## src/rtl/ringfifo.sv

```systemverilog
// ringfifo: bridge between a ring node's client port and a host.
// Two independent circular FIFOs: RX carries node words to the host,
// TX carries host words to the node. Both are first-word-fall-through.
module ringfifo #(
    parameter int WIDTH = 16,
    parameter int DEPTH = 4,
    parameter int CBITS = 3
) (
    input  logic             clk,
    input  logic             rst,
    // node client output side (feeds RX)
    input  logic [WIDTH-1:0] nodedata,
    input  logic             nodevalid,
    output logic             nodeack,
    // node client input side (fed from TX)
    output logic [WIDTH-1:0] clientdata,
    output logic             clientvalid,
    input  logic             clientack,
    // host write side (feeds TX)
    input  logic [WIDTH-1:0] host_wdata,
    input  logic             host_wvalid,
    output logic             host_wready,
    // host read side (fed from RX)
    output logic [WIDTH-1:0] host_rdata,
    output logic             host_rvalid,
    input  logic             host_rready,
    // occupancies
    output logic [CBITS-1:0] rxcount,
    output logic [CBITS-1:0] txcount
);

    localparam int AW = (DEPTH > 1) ? $clog2(DEPTH) : 1;
    localparam logic [CBITS-1:0] CNT_FULL = CBITS'(DEPTH);
    localparam logic [CBITS-1:0] CNT_ONE  = CBITS'(1);
    localparam logic [AW-1:0]    PTR_ONE  = AW'(1);

    // ------------------------------------------------------------------
    // RX FIFO state
    // ------------------------------------------------------------------
    logic [WIDTH-1:0] rx_mem [DEPTH];
    logic [AW-1:0]    rx_wp;
    logic [AW-1:0]    rx_rp;
    logic [CBITS-1:0] rx_cnt;
    logic             ack_q;
    logic             rx_full;
    logic             rx_empty;
    logic             rx_push;
    logic             rx_pop;

    // ------------------------------------------------------------------
    // TX FIFO state
    // ------------------------------------------------------------------
    logic [WIDTH-1:0] tx_mem [DEPTH];
    logic [AW-1:0]    tx_wp;
    logic [AW-1:0]    tx_rp;
    logic [CBITS-1:0] tx_cnt;
    logic             tx_full;
    logic             tx_empty;
    logic             tx_push;
    logic             tx_pop;

    // Status flags and handshake qualifiers; pushes on full and pops on
    // empty are masked here so the counters can never leave 0..DEPTH.
    always_comb begin
        rx_full  = (rx_cnt == CNT_FULL);
        rx_empty = (rx_cnt == '0);
        tx_full  = (tx_cnt == CNT_FULL);
        tx_empty = (tx_cnt == '0);
        // The !ack_q term blocks a second capture while the node is still
        // reacting to the previous ack; rst gating keeps reset cycles silent.
        rx_push  = rst && nodevalid && !rx_full && !ack_q;
        rx_pop   = rst && !rx_empty && host_rready;
        tx_push  = rst && host_wvalid && !tx_full;
        tx_pop   = rst && !tx_empty && clientack;
    end

    // Registered one-cycle ack pulse, issued on the same edge as the RX push.
    always_ff @(posedge clk) begin
        if (!rst) begin
            ack_q <= 1'b0;
        end else begin
            ack_q <= rx_push;
        end
    end

    // RX storage write; contents are don't-care until counted valid.
    always_ff @(posedge clk) begin
        if (rx_push) begin
            rx_mem[rx_wp] <= nodedata;
        end
    end

    // RX pointers wrap naturally because DEPTH is a power of two.
    always_ff @(posedge clk) begin
        if (!rst) begin
            rx_wp <= '0;
            rx_rp <= '0;
        end else begin
            if (rx_push) begin
                rx_wp <= rx_wp + PTR_ONE;
            end
            if (rx_pop) begin
                rx_rp <= rx_rp + PTR_ONE;
            end
        end
    end

    // RX occupancy; a simultaneous push and pop leaves it unchanged.
    always_ff @(posedge clk) begin
        if (!rst) begin
            rx_cnt <= '0;
        end else begin
            case ({rx_push, rx_pop})
                2'b10:   rx_cnt <= rx_cnt + CNT_ONE;
                2'b01:   rx_cnt <= rx_cnt - CNT_ONE;
                default: rx_cnt <= rx_cnt;
            endcase
        end
    end

    // TX storage write; contents are don't-care until counted valid.
    always_ff @(posedge clk) begin
        if (tx_push) begin
            tx_mem[tx_wp] <= host_wdata;
        end
    end

    // TX pointers wrap naturally because DEPTH is a power of two.
    always_ff @(posedge clk) begin
        if (!rst) begin
            tx_wp <= '0;
            tx_rp <= '0;
        end else begin
            if (tx_push) begin
                tx_wp <= tx_wp + PTR_ONE;
            end
            if (tx_pop) begin
                tx_rp <= tx_rp + PTR_ONE;
            end
        end
    end

    // TX occupancy; a simultaneous push and pop leaves it unchanged.
    always_ff @(posedge clk) begin
        if (!rst) begin
            tx_cnt <= '0;
        end else begin
            case ({tx_push, tx_pop})
                2'b10:   tx_cnt <= tx_cnt + CNT_ONE;
                2'b01:   tx_cnt <= tx_cnt - CNT_ONE;
                default: tx_cnt <= tx_cnt;
            endcase
        end
    end

    // Output view: heads fall through, valids/ready derive from counts.
    always_comb begin
        nodeack     = ack_q;
        host_rvalid = !rx_empty;
        host_rdata  = rx_mem[rx_rp];
        host_wready = !tx_full;
        clientvalid = !tx_empty;
        clientdata  = tx_mem[tx_rp];
        rxcount     = rx_cnt;
        txcount     = tx_cnt;
    end

endmodule

```

## config.mk

```make
export PLATFORM = sky130hd
export DESIGN_NAME = ringfifo
export DESIGN_NICKNAME = d
export VERILOG_FILES = /design/src/rtl/ringfifo.sv
export SDC_FILE = /design/constraint.sdc
export NUM_CORES = 1
export LEC_CHECK = 0
export CAP_MARGIN = 5
export CORE_ASPECT_RATIO = 0.5
export CORE_MARGIN = 2
export CORE_UTILIZATION = 54
export DETAILED_ROUTE_END_ITERATION = 10
export HOLD_SLACK_MARGIN = 0.02
export PLACE_DENSITY = 0.79
export SYNTH_ARGS = -nofsm -noshare
export SYNTH_HDL_FRONTEND = slang
export SYNTH_SLANG_ARGS = --single-unit
```

## constraint.sdc

```tcl
create_clock -name clk -period 2.5 [get_ports clk]
set_clock_uncertainty 0.05 [all_clocks]
set_input_delay 0.625 -clock clk [delete_from_list [all_inputs] [get_ports clk]]
set_output_delay 0.625 -clock clk [all_outputs]
set_load 0.01 [all_outputs]
```

# [Word-level counts from Yosys, hierarchy flattened]
# Memories as Yosys holds them, arrays and structs flattened. A register that Yosys moved wholly into a read port is not among the register bits.
# Cells that the tools add are included.
[totals] regBits=15 latchBits=0 ramBits=128 romBits=0 in_bits=38 out_inout_bits=42 elab_cells=51 memories=2
[memory_table] memory="rx_mem" depth=4 width=16 rd=1 rd_clocked_by_memory_dff=1 write_ports=1 line_no="40" source="logic [WIDTH-1:0] rx_mem [DEPTH];"
[memory_table] memory="tx_mem" depth=4 width=16 rd=1 rd_clocked_by_memory_dff=1 write_ports=1 line_no="53" source="logic [WIDTH-1:0] tx_mem [DEPTH];"
[op_classes] add_sub_neg=8 n_mul=0 div_mod_pow=0 order_cmp=0 n_eq_ne=6 shifts=0 mux=10 bitwise=0 reduce_logical=18
[op_table] cell="3-bit case mux with 2 select lines" count=2
[op_table] cell="1-bit logical AND" count=9
[op_table] cell="2-bit by 1-bit adder with 2-bit output (second input constant)" count=4
[op_table] cell="2-bit 2-to-1 mux" count=4
[op_table] cell="3-bit by 1-bit adder with 3-bit output (second input constant)" count=2
[op_table] cell="3-bit == test (second input constant)" count=2
[op_table] cell="3-bit zero test" count=2
[op_table] cell="3-bit by 1-bit subtractor with 3-bit output (second input constant)" count=2
[op_table] cell="1-bit zero test" count=5
[op_table] cell="2-bit by 1-bit == test with 1-bit output (second input constant)" count=2
[op_table] cell="2-bit == test (second input constant)" count=2
[op_table] cell="1-bit 2-to-1 mux" count=4
[op_table] cell="2-bit nonzero test" count=2

# [Logic depth before layout (Yosys ltp)]
# Gate-level depths: netlist (run 1).
[depth] ltp_word=6 depth_mapped=10

# [Least setup slack after synthesis (run 1)]
# OpenSTA, ideal clock, no wires.
[synth_timing] kind="input to register" from="input port rst" to="register tx_cnt[2], in the netlist txcount[2]" setup_time_ns=0.076 arrival_ns=2.125 t_required_ns=2.374 path_slack_ns=0.249 stages=10 n_path_buf=1 path_cell_list="buf_2 -> nand2_1 -> a21oi_2 -> inv_1 -> ha_1 -> inv_1 -> fa_1 -> xor2_1 -> or3_1 -> a21boi_0"
[synth_between] elab_chain_len=4
[synth_rtl] element="from (decl)" line_no="10" source="input logic rst,"
[synth_rtl] element="1-bit logical AND (on tied branches) (2 in series)" line_no="74, 73"
[synth_rtl] element="2-bit by 1-bit == test with 1-bit output / 2-bit == test (equally long branches)" line_no="148" source="case ({tx_push, tx_pop})"
[synth_rtl] element="3-bit case mux with 2 select lines / 2-bit nonzero test (equally long branches)"
[synth_rtl] element="to (signal assigned)" line_no="149" source="2'b10: tx_cnt <= tx_cnt + CNT_ONE;"
[synth_rtl] element="to (signal assigned)" line_no="150" source="2'b01: tx_cnt <= tx_cnt - CNT_ONE;"
[synth_rtl] element="to (signal assigned)" line_no="151" source="default: tx_cnt <= tx_cnt;"
[synth_rtl] element="to (decl)" line_no="56" source="logic [CBITS-1:0] tx_cnt;"
# Several ways; a longest one is shown, not always the timed one.
# A chain may end at the register's enable or synchronous reset.

==> run summary, run 1 <==
vias in the first global route = 3,175
FF+latch count, synth = 147
most frequent cell after synthesis = edfxtp_1
WL/cell = 19.2 µm
final core utilization = 73.1%
startpoint type of the worst setup path = flip-flop
CP Depth = 3
drt initial violations = 172
final net count = 441
syn nets = 323
largest net degree at the start of global routing = 17
diodes inserted = 0
first-pass GRT wire length = 16,500 µm
Synth-to-Final Area Change = 32.2%
Post-synth EDFFs = 128
area of the core = 0.0102 mm²
row count = 26
largest fanout on the critical path = 8
setup violators final = 0
postcts setup bufs = 0
worst hold path depth = 2
starting density of the core = 55.3%
number of vias in the routed layout = 2,873
clk buf depth = 2
synthesized area per cell = 20.6 µm²
Cells after DPL = 510
worst hold path type = flip-flop to flip-flop
Die Y = 76.2 µm
clock root buffer = clkbuf_16
DIE AREA = 0.0113 mm²
pin slew with the least headroom to its limit = 322 ps
Total GRT Usage = 20.1%
# IOs = 80
reg2reg path depth = 8
Post-Syn Area = 0.00563 mm²
Fin Setup TNS = 0 ps
post-DP HPWL = 6620 µm
fin crit share = 97.6%
Commonest cells post-synth = 128 x edfxtp_1, 32 x mux4_2, 19 x dfxtp_1, 18 x and2_1, 12 x inv_1
H-tree depth = 4
Crit Path Class = flip-flop to output pin
TritonCTS Buffers = 17
peak supply drop = 0.521 mV
Leak = 2.57 nW
Max-Cap Viols = 0
placer congestion estimate = 0.742
family with the most delay on the worst path = multiplexers
required time worst endpoint = 1820 ps
Worst slew margin = 78.2%
Synth cell types = 25
layout cells sized above 1 = 24.3%
Final Non-Filler Cells = 543
CTS tree = yes
Hold Vio Cnt, Final = 0
GRT overflow = 0
minimum clock period = 2440 ps
Worst EP arrival = 1760 ps
Slew Viols, Final = 0
clk sinks = 147
First-pass DRT Iterations = 4
sequential fraction of the synthesis area = 75.1%
cell taking the most area after synthesis = edfxtp_1
status = completed
Yosys top cell area share = 68.3%
unrepaired setup endpoints after global routing = false
Crit-path slowest cell = mux4_2
die width = 148 µm
Synth Warn # = 0
DRC = 0
total power = 6.15 mW
CP max stage delay = 500 ps
Hold-fix buffers, CTS = 0
Worst Setup End Kind = output pin
Fmax = 410 MHz
clk_lat worst skew = 410 ps
Crit path buffers/inverters = 2
dominant cells by area after synthesis = edfxtp_1 68%, mux4_2 13%, dfxtp_1 6.8%
remaining antenna violation count = 0
Routed WL = 10,400 µm
initial antenna violation count = 0
Port-buffer cells = 79
Top FF cell, synth = edfxtp_1
Cells after Synth = 273
asr flop ratio synth = 0%
routed vias/inst = 5.29
Reg clk slew, reported paths = 50 ps
critical path, cell by cell = buf_12, mux4_2, dlygate4sd2_1
Power Dens Cells = 826 mW/mm²
## cells by family after synthesis
kind of cell    synth area share [%]
simple gates                    3.34
xor+xnor                        1.25
flops                           75.1
buf+inv                         2.07
mux                             13.5
compound gates                  1.82
fa+ha+maj                       2.94
## metal layers
layer | vias to the layer above | share of wire (%) | global-route usage (%)
li1 | 1324 | - | -
met1 | 1471 | 41 | 23.3
met2 | 61 | 53 | 34.8
met3 | 17 | 3.9 | 6.11
met4 | 0 | 1.8 | 8.86
met5 | - | 0 | 0
## worst min-delay path, stage by stage, from the launching register on
cell and delay (ps):
dfxtp_1 330, nand2_1 60, mux2i_1 60
## state kept, by name, summed over array words and instances (netlist names), 2 cells and up, named ones only
signal,flops
rx_mem,64
tx_mem,64
rxcount,3
txcount,3
rx_rp,2
rx_wp,2
tx_rp,2
tx_wp,2
## worst paths after layout
path,start,endpoint,slack [ps]
setup reg to reg,rxcount[2]$_SDFFE_PN0P_,rxcount[2]$_SDFFE_PN0P_,240
hold / removal,tx_wp[1]$_SDFFE_PN0P_,tx_wp[1]$_SDFFE_PN0P_,460
setup / recovery,flip-flop,clientdata[3],60
hold reg to reg,tx_wp[1]$_SDFFE_PN0P_,tx_wp[1]$_SDFFE_PN0P_,460
## layout by cell type (no fill, tap or decap), drive strengths merged, types with 5 or more instances in the layout
master	count
edfxtp	128
clkdlybuf4s50	46
mux4	32
buf	30
dlygate4sd2	27
dfxtp	19
and2	18
clkbuf	17
inv	15
ha	10
nand2	9
clkinv	7
xnor2	6
clkdlybuf4s15	5
## layout make-up
class	count	area, µm²
well taps	140	175
repair buffers	109	1080
multi-input cells	102	1290
clock buffers	17	425
fillers	603	2740
clock inverters	14	188
flip-flops and latches	147	4230
inverters	14	52.6
## per-stage QoR
step / setup WS (ps) / cell area (µm²) / hold WS, ps
2_1_floorplan: 249 / 5630 / 418
3_3_place_gp: -201 / 6800 / 427
3_5_place_dp: -334 / 6800 / 451
4_1_cts: 6.51 / 7420 / 462
5_1_grt: 5.68 / 7440 / 490
6_report: 60.0 / 7440 / 457
## report_power, final
| part | switching [mW] | internal (mW) | leakage, nW | total, mW |
|---|---|---|---|---|
| registers | 0.0599 | 2.77 | 1.32 | 2.83 |
| clock network | 0.950 | 1.66 | 0.294 | 2.61 |
| logic | 0.306 | 0.401 | 0.959 | 0.707 |
| total | 1.32 | 4.83 | 2.57 | 6.15 |
## repair_timing
item,in CTS,in global routing
endpoints found under the setup margin,32,13
gates cloned,2,0
gates resized for setup,41,7
Note: power is estimated with default switching activity, not from simulation.
==> run 2: changes to the inputs <==
--- a/config.mk
+++ b/config.mk
@@ -8,10 +8,11 @@
 export CAP_MARGIN = 5
 export CORE_ASPECT_RATIO = 0.5
 export CORE_MARGIN = 2
-export CORE_UTILIZATION = 54
+export CORE_UTILIZATION = 57
 export DETAILED_ROUTE_END_ITERATION = 10
 export HOLD_SLACK_MARGIN = 0.02
-export PLACE_DENSITY = 0.79
+export PLACE_DENSITY = 0.83
+export SLEW_MARGIN = 10
 export SYNTH_ARGS = -nofsm -noshare
 export SYNTH_HDL_FRONTEND = slang
 export SYNTH_SLANG_ARGS = --single-unit
==> constraint.sdc (replaced) <==
create_clock -name clk -period 2.9 [get_ports clk]
set_clock_uncertainty 0.05 [all_clocks]
set_input_delay 0.725 -clock clk [delete_from_list [all_inputs] [get_ports clk]]
set_output_delay 0.725 -clock clk [all_outputs]
set_load 0.01 [all_outputs]
==> run summary, run 2 (synthesized netlist as in run 1, its figures left out) <==
status = completed (unchanged)
clk sinks = 147 (unchanged)
multi-input combinational cell area = 0.00129 mm² (unchanged)
# IOs = 80 (unchanged)
Port-buffer cells = 79 (unchanged)
layout cells sized above 1 = 20.8% (was 24.3%)
die width = 145 µm (was 148 µm)
number of vias in the routed layout = 2,779 (was 2,873)
diodes inserted = 0 (unchanged)
peak supply drop = 0.538 mV (was 0.521 mV)
worst hold path type = flip-flop to flip-flop (unchanged)
Power Dens Cells = 714 mW/mm² (was 826 mW/mm²)
final hold slack = 467 ps (was 457 ps)
clk buf depth = 2 (unchanged)
Max-Cap Viols = 0 (unchanged)
required time worst endpoint = 2120 ps (was 1820 ps)
Worst EP arrival = 2010 ps (was 1760 ps)
placer congestion estimate = 0.752 (was 0.742)
leading registers by flop count = rx_mem x64, tx_mem x64 (unchanged)
final net count = 427 (was 441)
largest fanout on the critical path = 16 (was 8)
CTS tree = yes (unchanged)
area of the core = 0.00951 mm² (was 0.0102 mm²)
post-DP HPWL = 6120 µm (was 6620 µm)
unrepaired setup endpoints after global routing = false (unchanged)
first-pass GRT wire length = 15,200 µm (was 16,500 µm)
Leak = 2.43 nW (was 2.57 nW)
Fmax = 359 MHz
Total GRT Usage = 19.9% (was 20.1%)
setup violators final = 0 (unchanged)
Reg clk slew, reported paths = 60 ps (was 50 ps)
vias in the first global route = 3,024 (was 3,175)
most frequent cells in the layout = 128 x edfxtp_1, 79 x clkdlybuf4s50_1, 32 x mux4_2 (was 128 x edfxtp_1, 46 x clkdlybuf4s50_1, 32 x mux4_2)
fin crit share = 96.2%
hold_sp = rx_wp[1]$_SDFFE_PN0P_ (was tx_wp[1]$_SDFFE_PN0P_)
Die Y = 74.3 µm (was 76.2 µm)
pin slew with the least headroom to its limit = 333 ps (was 322 ps)
GRT overflow = 0 (unchanged)
First-pass DRT Iterations = 4 (unchanged)
fin area = 0.00731 mm² (was 0.00744 mm²)
Synth-to-Final Area Change = 30.0% (was 32.2%)
worst r2r src = txcount[2]$_SDFFE_PN0P_ (was rxcount[2]$_SDFFE_PN0P_)
# fillers = 539 (was 603)
startpoint type of the worst setup path = flip-flop (unchanged)
Hold Vio Cnt, Final = 0 (unchanged)
largest net degree at the start of global routing = 17 (unchanged)
Routed WL = 9690 µm (was 10,400 µm)
routed vias/inst = 5.29 (about the same)
Worst Setup End Kind = output pin (unchanged)
drt initial violations = 170 (was 172)
most common cell after layout, fill and taps aside = edfxtp_1 (unchanged)
DRC = 0 (unchanged)
clk_lat worst skew = 410 ps (about the same)
initial antenna violation count = 0 (unchanged)
row count = 25 (was 26)
Crit Path Class = flip-flop to output pin (unchanged)
TritonCTS Buffers = 17 (unchanged)
Worst slew margin = 77.5% (was 78.2%)
minimum clock period = 2790 ps
Hold-fix buffers, CTS = 0 (unchanged)
Post-DP Area = 0.00671 mm² (was 0.00680 mm²)
Slew Viols, Final = 0 (unchanged)
H-tree depth = 4 (unchanged)
remaining antenna violation count = 0 (unchanged)
starting density of the core = 59.2% (was 55.3%)
DIE AREA = 0.0107 mm² (was 0.0113 mm²)
Sequential Area = 0.00422 mm² (was 0.00423 mm²)
clock root buffer = clkbuf_16 (unchanged)
WL/cell = 18.4 µm (was 19.2 µm)
[run 2: cell types whose count changed in the layout (fill, tap and decap cells not counted), sizes merged, moves of 2 or more]
cell | before | now
clkbuf | 17 | 20
clkdlybuf4s15 | 5 | 0
buf | 30 | 16
clkinv | 7 | 5
clkdlybuf4s50 | 46 | 79
dlygate4sd2 | 27 | 0
[run 2: critical path, stage by stage (launching register included)]
cell             delay, ps
dfxtp_1                370
buf_12                 200
mux4_2                 540
clkdlybuf4s50_1        500
[run 2: metrics by stage]
step | setup slack (ps) | utilization [%] | instances | setup TNS [ps] | total power [mW]
after floorplan | 549 | - | 273 | 0 | 2.79
after global placement | 70.6 | 70.5 | 493 | 0 | 3.06
after detailed placement | -78.5 | 70.5 | 493 | -169 | 3.09
after CTS | 27.2 | 76.8 | 525 | 0 | 5.26
after global routing | 31.6 | 76.9 | 525 | 0 | 5.41
final | 111 | 76.9 | 525 | 0 | 5.22
[run 2: layer usage]
layer | GRT usage, % | part of all wire [%] | wire length [µm] | vias up
li1 | - | - | - | 1286
met1 | 22.7 | 40 | 3870 | 1418
met2 | 36.8 | 54 | 5270 | 67
met3 | 5.15 | 4.7 | 458 | 8
met4 | 8.09 | 0.86 | 83 | 0
met5 | 0 | 0 | 0 | -
[run 2: report_power, final]
part / internal, mW / switching, mW
Combinational: 0.358 / 0.257
Sequential: 2.39 / 0.0437
Clock: 1.36 / 0.822
Total: 4.10 / 1.12
[run 2: path summary, 6_finish.rpt]
kind                            slack, ps  depth (start not counted)                       to
worst max-delay path                  110                          3           clientdata[10]
worst min-delay path                  470                          2    rx_wp[1]$_SDFFE_PN0P_
worst max register to register        660                          8  txcount[2]$_SDFFE_PN0P_
worst min register to register        470                          2    rx_wp[1]$_SDFFE_PN0P_
[run 2: what timing repair did]
action,4_1_cts,5_1_grt
hold endpoints to repair,0,0
pin swaps,0,0
setup endpoints to repair,13,5
setup buffers,0,0
gates resized for setup,1,2
[run 2: final cells by class]
| class | count | share of cell area [%] |
|---|---|---|
| Clock inverter | 12 | 2.16 |
| Sequential cell | 147 | 57.8 |
| Tap cell | 135 | 2.31 |
| Multi-Input combinational cell | 102 | 17.6 |
| Timing Repair Buffer | 95 | 13.5 |
| Inverter | 14 | 0.719 |
| Clock buffer | 20 | 5.97 |
==> run 3: changes to the inputs <==
--- a/config.mk
+++ b/config.mk
@@ -8,10 +8,9 @@
 export CAP_MARGIN = 5
 export CORE_ASPECT_RATIO = 0.5
 export CORE_MARGIN = 2
-export CORE_UTILIZATION = 57
+export CORE_UTILIZATION = 24
 export DETAILED_ROUTE_END_ITERATION = 10
 export HOLD_SLACK_MARGIN = 0.02
-export PLACE_DENSITY = 0.83
 export SLEW_MARGIN = 10
 export SYNTH_ARGS = -nofsm -noshare
 export SYNTH_HDL_FRONTEND = slang
==> constraint.sdc (replaced) <==
create_clock -name clk -period 3.13 [get_ports clk]
set_clock_uncertainty 0.05 [all_clocks]
set_input_delay 0.7825 -clock clk [delete_from_list [all_inputs] [get_ports clk]]
set_output_delay 0.7825 -clock clk [all_outputs]
set_load 0.01 [all_outputs]
==> run summary, run 3 (synthesized netlist as in run 1, its figures left out) <==
starting density of the core = 24.5% (was 59.2%)
area of the core = 0.0229 mm² (was 0.00951 mm²)
Leak = 2.40 nW (was 2.43 nW)
drt initial violations = 119 (was 170)
Power Dens Cells = 643 mW/mm² (was 714 mW/mm²)
layout cells sized above 1 = 20.6% (was 20.8%)
total power = 4.78 mW (was 5.22 mW)
Die Y = 112 µm (was 74.3 µm)
Final Non-Filler Cells = 696 (was 525)
family with the most delay on the worst path = buffers and inverters (unchanged)
Worst EP arrival = 2140 ps (was 2010 ps)
setup violators final = 0 (unchanged)
vias in the first global route = 2,950 (was 3,024)
# IOs = 80 (unchanged)
fin crit share = 94.8%
Synth-to-Final Area Change = 32.0% (was 30.0%)
Reg clk slew, reported paths = 60 ps (about the same)
Total GRT Usage = 9.24% (was 19.9%)
pin slew with the least headroom to its limit = 341 ps (was 333 ps)
First-pass DRT Iterations = 4 (unchanged)
die width = 221 µm (was 145 µm)
clk buf depth = 2 (unchanged)
Worst slew margin = 77.2% (was 77.5%)
Crit Path Class = flip-flop to output pin (unchanged)
critical path, cell by cell = buf_4, mux4_2, clkdlybuf4s50_1 (was buf_12, mux4_2, clkdlybuf4s50_1)
remaining antenna violation count = 0 (unchanged)
Sequential Area = 0.00422 mm² (unchanged)
Port-buffer cells = 79 (unchanged)
most frequent cells in the layout = 128 x edfxtp_1, 79 x clkdlybuf4s50_1, 32 x mux4_2 (unchanged)
row count = 39 (was 25)
first-pass GRT wire length = 16,900 µm (was 15,200 µm)
DRC = 0 (unchanged)
Cells after DPL = 664 (was 493)
Hold-fix buffers, CTS = 0 (unchanged)
startpoint type of the worst setup path = flip-flop (unchanged)
Crit path buffers/inverters = 2 (unchanged)
Crit-path slowest cell = mux4_2 (unchanged)
largest net degree at the start of global routing = 17 (unchanged)
final net count = 426 (was 427)
Fmax = 337 MHz
TritonCTS Buffers = 17 (unchanged)
# fillers = 2,210 (was 539)
Routed WL = 10,600 µm (was 9690 µm)
CTS tree = yes (unchanged)
Worst Setup End Kind = output pin (unchanged)
clk sinks = 147 (unchanged)
DIE AREA = 0.0248 mm² (was 0.0107 mm²)
Hold Vio Cnt, Final = 0 (unchanged)
leading registers by flop count = rx_mem x64, tx_mem x64 (unchanged)
number of vias in the routed layout = 2,716 (was 2,779)
GRT overflow = 0 (unchanged)
final core utilization = 32.4% (was 76.9%)
most common cell after layout, fill and taps aside = edfxtp_1 (unchanged)
fin area = 0.00743 mm² (was 0.00731 mm²)
post-DP HPWL = 6930 µm (was 6120 µm)
Max-Cap Viols = 0 (unchanged)
peak supply drop = 0.378 mV (was 0.538 mV)
required time worst endpoint = 2300 ps (was 2120 ps)
Post-CTS Resized = 0 (was 1)
worst hold path type = flip-flop to flip-flop (unchanged)
clk_lat worst skew = 410 ps (about the same)
placer congestion estimate = 0.680 (was 0.752)
CP max stage delay = 550 ps (was 540 ps)
Post-DP Area = 0.00685 mm² (was 0.00671 mm²)
minimum clock period = 2970 ps
unrepaired setup endpoints after global routing = false (unchanged)
Slew Viols, Final = 0 (unchanged)
WL/cell = 15.2 µm (was 18.4 µm)
multi-input combinational cell area = 0.00129 mm² (unchanged)
initial antenna violation count = 0 (unchanged)
H-tree depth = 4 (unchanged)
postcts setup bufs = 0 (unchanged)
diodes inserted = 0 (unchanged)
routed vias/inst = 3.90 (was 5.29)
Fin Setup TNS = 0 ps (unchanged)
largest fanout on the critical path = 16 (unchanged)
status = completed (unchanged)
clock root buffer = clkbuf_16 (unchanged)
run 3: metal layers:
layer,up-vias,track usage (%),share of wire [%]
met4,0,3.20,0.94
li1,1289,-,-
met2,25,15.8,53
met5,-,0,0
met3,8,2.95,2.9
met1,1394,11.0,43
run 3: power by group:
| part | switching, mW | total (mW) | internal (mW) | leakage, nW |
|---|---|---|---|---|
| clock network | 0.790 | 1.97 | 1.18 | 0.275 |
| registers | 0.0387 | 2.25 | 2.21 | 1.32 |
| logic | 0.243 | 0.558 | 0.315 | 0.809 |
| total | 1.07 | 4.78 | 3.71 | 2.40 |
run 3: worst register-to-register path, cell delays in order (launching register included):
cell,delay (ps)
dfxtp_1,500
or3_1,190
and3_1,160
ha_1,180
inv_1,60
fa_1,370
xor2_1,150
or3_1,300
a21boi_0,160
run 3: area by class of cell:
class                      instances  share of cell area [%]
clock buffer                      18                    5.78
clock inverter                    14                    2.02
inverter                          14                   0.707
multi-input combinational        102                    17.3
sequential                       147                    56.9
tap                              307                    5.17
timing repair buffer              94                    12.2
run 3: worst paths after layout:
path	start	end	slack, ps	cells after the start
max reg2reg	rxcount[2]$_SDFFE_PN0P_	rxcount[2]$_SDFFE_PN0P_	950	8
min reg2reg	rx_wp[1]$_SDFFE_PN0P_	rx_wp[1]$_SDFFE_PN0P_	450	2
max	flip-flop	host_rdata[14]	160	3
min	rx_wp[1]$_SDFFE_PN0P_	rx_wp[1]$_SDFFE_PN0P_	450	2
run 3: stage by stage:
stage / hold slack, ps / worst slack [ps]
after CTS: 456 / 103
after global placement: 432 / 114
after floorplan: 418 / 722
after global routing: 496 / 24.8
after detailed placement: 443 / 67.7
final: 450 / 161
